### src/rtl/fetch_stage_if.sv
// Instruction-memory request/response bundle for fetch_stage.
// Single outstanding request: imem_req strobes one cycle, imem_ready strobes with the data.
interface fetch_stage_if;
  logic        imem_req;
  logic [31:0] imem_addr;
  logic        imem_ready;
  logic [31:0] imem_rdata;

  modport master (
    output imem_req,
    output imem_addr,
    input  imem_ready,
    input  imem_rdata
  );

  modport slave (
    input  imem_req,
    input  imem_addr,
    output imem_ready,
    output imem_rdata
  );
endinterface

### src/rtl/fetch_stage.sv
// RISC-V IF stage: owns the PC, fetches words over fetch_stage_if, drives the IF/ID register.
// Optional performance counters are enabled by defining FETCH_PERF_CNT_EN.
//
// state   | meaning
// IDLE    | just out of reset, first fetch next cycle
// FETCH   | ready to issue a request at pc_reg
// WAIT    | request outstanding, waiting for imem_ready
// HOLD    | response captured in hold_buf, IF/ID stalled by FetchWrite
// DISCARD | outstanding response is stale after a redirect, drop it
module fetch_stage #(
  parameter logic [31:0] RESET_PC  = 32'h0000_0000,
  parameter logic [31:0] NOP_INSTR = 32'h0000_0013
) (
  input  logic        clk,
  input  logic        rst,
  input  logic        PCWrite,
  input  logic        FetchWrite,
  input  logic        PCSrc,
  input  logic [31:0] pc_branch,
  input  logic        IF_Flush,
  fetch_stage_if.master imem,
  output logic [31:0] instruction,
  output logic [31:0] pc,
  output logic        instr_valid
`ifdef FETCH_PERF_CNT_EN
  ,
  output logic [31:0] perf_fetched,
  output logic [31:0] perf_flushed
`endif
);

  typedef enum logic [2:0] {
    S_IDLE,
    S_FETCH,
    S_WAIT,
    S_HOLD,
    S_DISCARD
  } state_t;

  state_t      state_q, state_d;
  logic [31:0] pc_reg_q, pc_reg_d;
  logic [31:0] hold_q, hold_d;
  logic [31:0] instr_q, if_pc_q;
  logic        valid_q;
  logic        load;
  logic [31:0] load_word;

  always_ff @(posedge clk or negedge rst) begin
    if (!rst) begin
      state_q  <= S_IDLE;
      pc_reg_q <= RESET_PC;
      hold_q   <= 32'h0;
    end else begin
      state_q  <= state_d;
      pc_reg_q <= pc_reg_d;
      hold_q   <= hold_d;
    end
  end

  // A request is never issued alongside a redirect: the FSM leaves for FETCH
  // and would lose track of a response to the old address.
  always_comb begin
    state_d       = state_q;
    pc_reg_d      = pc_reg_q;
    hold_d        = hold_q;
    load          = 1'b0;
    load_word     = imem.imem_rdata;
    imem.imem_req = 1'b0;
    if (PCSrc) begin
      pc_reg_d = pc_branch;
      state_d  = (state_q == S_WAIT && !imem.imem_ready) ? S_DISCARD : S_FETCH;
    end else begin
      case (state_q)
        S_IDLE: state_d = S_FETCH;
        S_FETCH: begin
          if (PCWrite) begin
            imem.imem_req = 1'b1;
            state_d       = S_WAIT;
          end
        end
        S_WAIT: begin
          if (imem.imem_ready) begin
            if (FetchWrite) begin
              load     = 1'b1;
              pc_reg_d = pc_reg_q + 32'd4;
              state_d  = S_FETCH;
            end else begin
              hold_d  = imem.imem_rdata;
              state_d = S_HOLD;
            end
          end
        end
        S_HOLD: begin
          if (FetchWrite) begin
            load      = 1'b1;
            load_word = hold_q;
            pc_reg_d  = pc_reg_q + 32'd4;
            state_d   = S_FETCH;
          end
        end
        S_DISCARD: begin
          if (imem.imem_ready) state_d = S_FETCH;
        end
        default: state_d = S_IDLE;
      endcase
    end
  end

  assign imem.imem_addr = pc_reg_q;

  // Flush wins over a same-cycle load.
  always_ff @(posedge clk or negedge rst) begin
    if (!rst) begin
      instr_q <= NOP_INSTR;
      if_pc_q <= RESET_PC;
      valid_q <= 1'b0;
    end else if (IF_Flush) begin
      instr_q <= NOP_INSTR;
      if_pc_q <= pc_reg_q;
      valid_q <= 1'b0;
    end else if (load) begin
      instr_q <= load_word;
      if_pc_q <= pc_reg_q;
      valid_q <= 1'b1;
    end
  end

  assign instruction = instr_q;
  assign pc          = if_pc_q;
  assign instr_valid = valid_q;

`ifdef FETCH_PERF_CNT_EN
  logic [31:0] fetched_q, flushed_q;

  always_ff @(posedge clk or negedge rst) begin
    if (!rst) begin
      fetched_q <= 32'h0;
      flushed_q <= 32'h0;
    end else begin
      if (load && !IF_Flush) fetched_q <= fetched_q + 32'd1;
      if (IF_Flush)          flushed_q <= flushed_q + 32'd1;
    end
  end

  assign perf_fetched = fetched_q;
  assign perf_flushed = flushed_q;
`endif

endmodule

### src/flat_wrapper.sv
// flat-port wrapper written by rule: the top's interface ports become plain ports
module fetch_stage_flat 
#(
  parameter logic [31:0] RESET_PC  = 32'h0000_0000,
  parameter logic [31:0] NOP_INSTR = 32'h0000_0013
)
  (clk, rst, PCWrite, FetchWrite, PCSrc, pc_branch, IF_Flush, instruction, pc, instr_valid, imem_imem_req, imem_imem_addr, imem_imem_ready, imem_imem_rdata);
  fetch_stage_if imem_i ();
  input  logic clk;
  input  logic rst;
  input  logic PCWrite;
  input  logic FetchWrite;
  input  logic PCSrc;
  input  logic [31:0] pc_branch;
  input  logic IF_Flush;
  output logic [31:0] instruction;
  output logic [31:0] pc;
  output logic instr_valid;
  output wire logic [$bits(imem_i.imem_req)-1:0] imem_imem_req;
  output wire logic [$bits(imem_i.imem_addr)-1:0] imem_imem_addr;
  input wire logic [$bits(imem_i.imem_ready)-1:0] imem_imem_ready;
  input wire logic [$bits(imem_i.imem_rdata)-1:0] imem_imem_rdata;
  assign imem_imem_req = imem_i.imem_req;
  assign imem_imem_addr = imem_i.imem_addr;
  assign imem_i.imem_ready = imem_imem_ready;
  assign imem_i.imem_rdata = imem_imem_rdata;
  fetch_stage #(.RESET_PC(RESET_PC), .NOP_INSTR(NOP_INSTR)) u_core (.clk(clk), .rst(rst), .PCWrite(PCWrite), .FetchWrite(FetchWrite), .PCSrc(PCSrc), .pc_branch(pc_branch), .IF_Flush(IF_Flush), .imem(imem_i), .instruction(instruction), .pc(pc), .instr_valid(instr_valid));
endmodule
### config.mk
export PLATFORM = sky130hd
export DESIGN_NAME = fetch_stage_flat
export DESIGN_NICKNAME = d
export VERILOG_FILES = /design/src/rtl/fetch_stage_if.sv /design/src/rtl/fetch_stage.sv /design/src/flat_wrapper.sv
export SDC_FILE = /design/constraint.sdc
export NUM_CORES = 1
export LEC_CHECK = 0
export ABC_AREA = 1
export ABC_CLOCK_PERIOD_IN_PS = 2290
export CORE_UTILIZATION = 54
export CTS_BUF_LIST = sky130_fd_sc_hd__clkbuf_8
export CTS_CLUSTER_SIZE = 14
export DETAILED_ROUTE_END_ITERATION = 8
export GPL_ROUTABILITY_DRIVEN = 0
export HOLD_SLACK_MARGIN = 0.02
export MAX_ROUTING_LAYER = met4
export PLACE_DENSITY = 0.95
export SLEW_MARGIN = 0
export SYNTH_ARGS = -nofsm -noshare
export SYNTH_HDL_FRONTEND = slang
export SYNTH_SLANG_ARGS = --single-unit
### constraint.sdc
create_clock -name clk -period 2.29 [get_ports clk]
set_input_delay 0.458 -clock clk [delete_from_list [all_inputs] [get_ports clk]]
set_output_delay 0.458 -clock clk [all_outputs]
set_load 0.01 [all_outputs]
---- Word-level counts from Yosys, hierarchy flattened ----
Cells that the tools add are included.
W data, S select, Z words.
storage, ports and cells
  flip-flop bits (word level) ............. 132
  output and inout bits ................... 98
cells by class
  add/sub/neg operators ................... 1
  eq/ne operators ......................... 8
  multiplexer cells ....................... 28
  bitwise gates (word level) .............. 1
  reduce and logical (&&, ||, !) cells .... 8
operators with widths
  cell                     number
  $mux W32                 10
  $pmux W32 S2             1
  $add A32 B3 Y32 const B  1
  $mux W3                  6
  $pmux W3 S5              1
  $ne A3 B3 Y1 const B     4
  $mux W1                  8
  $eq A3 B2 Y1 const B     2
  $reduce_and A4 Y1        1
  $eq A3 B1 Y1 const B     1
  $eq A3 B3 Y1 const B     1
  $logic_not A3 Y1         1
  $reduce_and A3 Y1        1
  $reduce_bool A3 Y1       1
  $mux W2                  1
  $pmux W1 S2              1
  $reduce_and A2 Y1        1
  $reduce_bool A2 Y1       1
  $logic_and A1 B1 Y1      1
  $logic_not A1 Y1         1
  $not A1 Y1               1

---- Depth between registers and ports, before layout ----
  word-level depth ........................ 6
  depth in mapped cells ................... 10

---- Worst setup path after synthesis ----
No wires, ideal clock.
  path kind ............................... register to register
  start ................................... register u_core.pc_reg_q[3], in the netlist u_core.imem.imem_addr[3]
  end ..................................... register u_core.pc_reg_q[22], in the netlist u_core.imem.imem_addr[22]
  library setup time ...................... 0.116 ns
  arrival ................................. 1.484 ns
  setup slack ............................. 0.690 ns
  cell stages (with the launch flop) ...... 11
  path buffers ............................ 0
  period minus slack after synthesis ...... 1.600 ns
  cells stage by stage .................... dfrtp_1 -> ha_1 -> nand2_1 -> nor2_1 -> nand2_1 -> nor2_1 -> nand2_1 -> nand2_1 -> nand3_1 -> nand2_1 -> nand2_1
between the ends
  cells in the longest elaborated chain, start to end .. 5
RTL lines
  what                    line                                  source
  from (decl)             fetch_stage.sv:41                     logic [31:0] pc_reg_q, pc_reg_d;
  from (signal assigned)  fetch_stage.sv:55                     pc_reg_q <= pc_reg_d;
  $add A32 B3 Y32 *       fetch_stage.sv:85, fetch_stage.sv:97
  $mux W32 *              fetch_stage.sv:83, fetch_stage.sv:94
  $mux W32                fetch_stage.sv:82                     if (imem.imem_ready) begin
  $pmux W32 S2 *          fetch_stage.sv:73                     case (state_q)
  $mux W32 *              fetch_stage.sv:69                     if (PCSrc) begin
Every way passes the cells marked *; elsewhere a longest branch is shown, timed or not. The select of a mux whose other input is x is not followed.
A chain may end at the register's enable or synchronous reset.

---- Final worst setup path ----
  start ................................... register u_core.pc_reg_q[14], in the netlist u_core.imem.imem_addr[14]
  end ..................................... output port imem_imem_addr[14]
RTL lines
  what       line                source
  to (decl)  flat_wrapper.sv:20  output wire logic [$bits(imem_i.imem_addr)-1:0] imem_imem_addr;
No word-level cell between the ends.

==> flow_summary.ini <==
[status]
status = completed

[synth]
syn_nets = 1025
synth-compound-area-share_pct = 11.7
yosys_warnings = 0
synth_top_family_by_area = simple AND/OR/NAND/NOR gates
postSynthCellCount = 953
synth_xor_area_share_pct = 0.127
synthMuxAreaShare_pct = 0.435
post_synth.cell_area_avg_sq_um = 7.24
yosys.area_share.adder_pct = 0.181
synth-simple-area-share_pct = 32.7
synth-seq-area-share_pct = 47.9
ys_ff_latch = 132
synth_area_sq_um = 6900
ys_types = 34

[clocking]
clockBufferDepth = 2
clk_pin_slew_ps = 70
clk_latency_ps = 460
cts_num_sinks = 132
root_buffer = clkbuf_8
cts_tree = yes
cts_max_level = 4
numCtsBuffers = 17

[pwr]
switching_power_mw = 3.05
design_power_total_mw = 8.53
power_frac_clock_pct = 22.9
p_sw_share_pct = 35.7
power_density_nw_per_um2 = 923
p_int_mw = 5.48
p_leak_nw = 4.30
pwr-share-seq_pct = 41.3
ir_worst_vdd_mv = 0.483
p_comb_share_pct = 35.8

[layout]
fin_nets = 1188
area_delta_synth_final_pct = 33.9
antenna_cells = 0
drive_gt1_share_pct = 6.38
fin_area_sq_um = 9240
fin_cells = 1296
fin_util_pct = 75.7

[timing]
finalMaxSlewViolations = 0
timing.hold.ws_ps = 350
rsz0062_at_grt = no
setup_viol = 0
fin_tns_setup_ps = 0
hold_violations = 0
period_minus_slack_ps = 2020
skew_ps = 11.1
max-slew-margin-rel_pct = 67.6
fmax_ghz = 0.495
tightest_slew_ps = 484
fin_crit_sh_pct = 88.3
worst_slack_ps = 269

[hold_path]
min_path_type = input pin to async pin

[placement]
io_buffers = 168
place_ws_ps = 91.3
dp_hpwl_mm = 13.6
placed_cell_area_sq_um = 8840
placed_cells = 1264

[worst_setup_path]
critPathArrivalTime_ps = 1560
startpoint_type = flip-flop
max_stage_delay_ps = 610
crit_slowest_cell = clkdlybuf4s50_1
crit_type = flip-flop to output pin
worst_setup_path_end_kind = output pin
cp_cell_sequence = clkdlybuf4s50_1
crit_fanout = 6
path_delay_family = buffers and inverters
worstPathBufferInverterCount = 1
worst_ep_required_time_ps = 1830

[floorplan]
start_util_pct = 56.5
placementRows = 40
fp.dieH_um = 115
io_pins = 169
core-area_sq_um = 12200
die_x_um = 115
dieArea_sq_um = 13200

[route]
first_pass_iters = 6
wirelength_mm = 19.9
drtAntennaViolNets = 0
drc_errors = 0
vias = 7130
routed_via_density = 5.50
wire_per_inst_um = 15.4
detail_route.iter0.violations = 825

[global_route]
antenna_found_initial = 0
grt_usage_pct = 32.5
grt_max_degree = 77
overflow = 0
grt_pass1_wl_mm = 32.2
grt_pass1_vias = 6692

[flow_run]
cap_violations = 0
-- layout make-up --
cell class | instances | area [sq um]
Inverter | 63 | 236
Timing Repair Buffer | 194 | 1980
Multi-Input combinational cell | 708 | 3120
Fill cell | 884 | 2970
Sequential cell | 132 | 3310
Clock buffer | 19 | 262
Tap cell | 168 | 210
Clock inverter | 12 | 126
-- power groups by stage --
stage	combinational [mW]	sequential, mW	clock, mW
global placement	2.92	3.49	0
floorplan	1.42	3.60	0
finish	3.06	3.52	1.95
global route	3.37	3.58	2.07
CTS	3.05	3.49	1.97
detailed placement	3.01	3.52	0
-- Yosys cell counts --
cell        n  area share, %
nand2_1   316             17
dfrtp_1   129             47
nor2_1    128            7.0
o21ai_0    77            5.6
nand3_1    76            5.5
inv_1      59            3.2
a21oi_1    37            2.7
buf_2      25            1.8
clkbuf_1   20            1.1
a31oi_1    18            1.6
nor3_1     13           0.94
o21ai_1    11           0.80
or2_2       5           0.45
and3_1      4           0.36
inv_2       4           0.22
o22ai_1     4           0.36
buf_4       3           0.33
dfstp_2     3            1.1
mux2i_1     3           0.44
nor2_4      3           0.49
nand2_2     2           0.18
and2_1      1          0.091
buf_6       1           0.16
clkbuf_2    1          0.072
ha_1        1           0.18
nand3b_1    1           0.11
nand4_1     1          0.091
nor2_2      1          0.091
nor3_4      1           0.24
o211ai_4    1           0.31
o21a_1      1           0.11
o21ai_2     1           0.13
o31a_1      1           0.13
xnor2_1     1           0.13
-- cells in the final DEF (no fill, tap or decap), types with 2 or more instances in the layout --
| master | netlist | routed |
|---|---|---|
| dfstp_2 | 3 | 3 |
| buf_4 | 3 | 18 |
| nor3_1 | 13 | 13 |
| a31oi_1 | 18 | 18 |
| nand3_1 | 76 | 76 |
| buf_12 | 0 | 8 |
| inv_1 | 59 | 66 |
| o21ai_0 | 77 | 77 |
| o21ai_1 | 11 | 11 |
| clkbuf_8 | 0 | 19 |
| or2_2 | 5 | 5 |
| inv_2 | 4 | 4 |
| nand2_2 | 2 | 2 |
| nand2_1 | 316 | 316 |
| bufinv_16 | 0 | 3 |
| nor2_1 | 128 | 128 |
| nor2_4 | 3 | 3 |
| dfrtp_1 | 129 | 128 |
| and3_1 | 4 | 4 |
| o22ai_1 | 4 | 4 |
| mux2i_1 | 3 | 3 |
| a21oi_1 | 37 | 37 |
| clkinv_2 | 0 | 2 |
| clkdlybuf4s50_1 | 0 | 166 |
-- worst register-to-register path: cells and delay by family (launching register included) --
| kind | cells | cell delay, ps |
|---|---|---|
| fa+ha+maj | 1 | 210 |
| flops | 1 | 410 |
| compound gates | 1 | 200 |
| simple gates | 6 | 1010 |
-- logic make-up (layout without fill, tap and decap cells) --
| logic type | count (synthesis) | in the layout |
|---|---|---|
| simple gates | 552 | 552 |
| compound gates | 151 | 151 |
| fa+ha+maj | 1 | 1 |
| flops | 132 | 132 |
| mux | 3 | 3 |
| xor+xnor | 1 | 1 |
| buf+inv | 113 | 288 |
-- worst paths after layout --
check / from / to / slack (ps) / cells after the start
max: u_core.imem.imem_addr[14]$_DFFE_PN0P_ / imem_imem_addr[14] / 270 / 1
min: rst / u_core.instruction[25]$_DFFE_PN0P_ / 350 / 2
max reg2reg: u_core.imem.imem_addr[2]$_DFFE_PN0P_ / u_core.imem.imem_addr[14]$_DFFE_PN0P_ / 330 / 8
min reg2reg: u_core.hold_q[25]$_DFFE_PN0P_ / u_core.hold_q[25]$_DFFE_PN0P_ / 470 / 2
max in group asynchronous: rst / u_core.instruction[0]$_DFFE_PN1P_ / 1310 / 3
min in group clk: u_core.hold_q[25]$_DFFE_PN0P_ / u_core.hold_q[25]$_DFFE_PN0P_ / 470 / 2
-- routing by layer --
layer / GRT usage (%) / up-vias / wire length [um]
li1: - / 3400 / -
met1: 42.1 / 3279 / 8210
met2: 49.2 / 388 / 9260
met3: 7.54 / 63 / 1820
met4: 13.8 / 0 / 635
met5: - / - / 0
-- what timing repair did --
action                                  CTS  global route
gates resized for setup                   0             2
hold buffers                              1             0
endpoints found under the setup margin    0             1
hold endpoints to repair                 17             0
setup buffers                             0             0
No activity file was read; power rests on OpenSTA's default activity.
==> edit, RTL diff (config.mk and constraints unchanged) <==
Encoding of `state_t`: now Gray code (3 bits for 5 states).
--- a/src/rtl/fetch_stage.sv
+++ b/src/rtl/fetch_stage.sv
@@ -30,11 +30,11 @@
 );
 
   typedef enum logic [2:0] {
-    S_IDLE,
-    S_FETCH,
-    S_WAIT,
-    S_HOLD,
-    S_DISCARD
+    S_IDLE    = 3'b000,
+    S_FETCH   = 3'b001,
+    S_WAIT    = 3'b011,
+    S_HOLD    = 3'b010,
+    S_DISCARD = 3'b110
   } state_t;
 
   state_t      state_q, state_d;
Check against the original RTL: no difference found for any inputs over 4 cycles, from zero or initial values and one cycle with rst low; so few cycles prove little.
==> edit against the original RTL <==
- sequential power shrank 1%
- power shrank 2.9%
- first-iteration DRC count shrank 42%
- die area shrank 1.4%
- synthesized cell count shrank 7.8%
- sequential cell count is the same
- sequential share of layout area grew 0.41 points
- hold slack gained 0.13 ns
- non-clock buffer count shrank 5
- wire length shrank 9.2%
- synthesized area shrank 1.4%
- worst setup slack lost 0.042 ns
- maximum frequency shrank 2.0%
- final area shrank 1.2%
- critical path type unchanged
- largest cell class unchanged
==> edit: results (changes against the original RTL) <==
[metrics] status: completed
[metrics] final clock skew: 0.00921 ns (-0.00184 ns)
[metrics] detailed route wirelength on metal2: 9040 um (-2.4%)
[metrics] cell count after synthesis: 879 (-7.8%)
[metrics] DP HPWL: 12900 um (-5.1%)
[metrics] measured slew at the worst slew-check pin: 0.499 ns (+0.0150 ns)
[metrics] met2 track demand over resource in global routing: 0.512 (+0.0208)
[metrics] via count of the first global-routing pass: 6290 (-6.0%)
[metrics] maximum single-stage delay on the critical path: 0.45 ns (-0.16 ns)
[metrics] placed standard-cell area: 0.00872 mm^2 (-1.3%)
[metrics] Slowest-stage cell, CP: sky130_fd_sc_hd__dfrtp_1
[metrics] Crit Path Max Fanout: 5 (-1)
[metrics] Post-Syn Area: 0.00680 mm^2 (-1.4%)
[metrics] met3 global-route usage: 0.0561 (-0.0193)
[metrics] number of nets produced by synthesis: 951 (-7.2%)
[metrics] Final clock-cell share: 0.0441 (+0.00214)
[metrics] worst reg2reg path startpoint: u_core.imem.imem_addr[3]
[metrics] top cells by count, synth: 315 x sky130_fd_sc_hd__nand2_1, 129 x sky130_fd_sc_hd__dfrtp_1, 89 x sky130_fd_sc_hd__o21ai_0
[metrics] clock power share: 0.243 (+0.014)
[metrics] routed metal-1 wirelength: 7550 um (-8.0%)
[metrics] CTS-repair resized insts: 1 (+1)
[metrics] worst-case setup slack after placement: -0.0309 ns (-0.122 ns)
[metrics] arrival time at the worst endpoint: 1.60 ns (+0.04 ns)
[metrics] highest clock frequency the design can meet: 0.485 GHz (-2.0%)
[metrics] combined area of the multi-input logic cells: 0.00301 mm^2 (-3.5%)
[metrics] internal power summed over all cells: 5.44 mW (-0.71%)
[metrics] crit path from: u_core.state_q[2]
[metrics] library cells used by synthesis: 37 (+8.8%)
[metrics] Seq/total area: 0.362 (+0.00408)
[metrics] sequential cell area fraction in the yosys report: 0.486 (+0.00696)
[metrics] number of flip-flops and latches: 132 (unchanged)
[metrics] power dissipated in combinational cells: 2.79 mW (-8.8%)
[metrics] number of DRC markers in iteration 0: 481 (-42%)
[metrics] Final Hold Slack: 0.476 ns (+0.126 ns)
[metrics] WL final: 18100 um (-9.2%)
[metrics] length of the first detailed-routing pass in iterations: 5 (-1)
[metrics] fraction of layout cells with a size suffix above 1: 0.0747 (+0.0109)
[metrics] number of multi-input combinational cells: 641 (-9.5%)
[metrics] Gate power share: 0.337 (-0.021)
[metrics] kind of cell adding the most delay to the critical path: flip-flops
[metrics] growth of design area from synthesis to finish: 34.3%
[metrics] ratio of routed vias to standard cells: 5.35 (-2.7%)
[metrics] Pleak: 4.29 nW (-0.37%)
[metrics] instance count after placement with tap cells included: 1192 (-5.7%)
[metrics] total track usage: 0.309 (-0.0165)
[metrics] top post-synthesis cells by area: sky130_fd_sc_hd__dfrtp_1 47%, sky130_fd_sc_hd__nand2_1 17%, sky130_fd_sc_hd__o21ai_0 6.5%, sky130_fd_sc_hd__nor2_1 4.7%, sky130_fd_sc_hd__mux2i_1 4.3%
[metrics] cell count of the worst reg-to-reg path: 10 (+2)
[metrics] relative area of non-clock buffer cells in the final design: 0.215 (+0.00115)
==> edit: changes by cell type in the layout (fill, tap and decap cells not counted), moves of 16 or more <==
cell and delta:
sky130_fd_sc_hd__o21ai_1 +29, sky130_fd_sc_hd__nor2_1 -42, sky130_fd_sc_hd__a31oi_1 -16, sky130_fd_sc_hd__nand3_1 -44, sky130_fd_sc_hd__mux2i_1 +26, sky130_fd_sc_hd__a21oi_1 -32
==> edit: worst paths after layout <==
kind / end
setup / recovery: imem_imem_req
hold / removal: u_core.pc[8]
setup reg to reg: u_core.imem.imem_addr[16]
hold reg to reg: u_core.pc[8]
max in group asynchronous: u_core.instruction[0]
min in group asynchronous: u_core.pc[7]
==> edit: kinds of logic (layout without fill, tap and decap cells) <==
group	count (synthesis)	after routing	synth area share
adder cells (fa/ha/maj)	1	1	0.00184
AND/OR/NAND/NOR	450	450	0.264
XOR/XNOR	6	6	0.00773
buffers and inverters	106	284	0.0727
AO/OA/AOI/OAI	155	155	0.125
multiplexers	29	29	0.0427
flip-flops	132	132	0.486
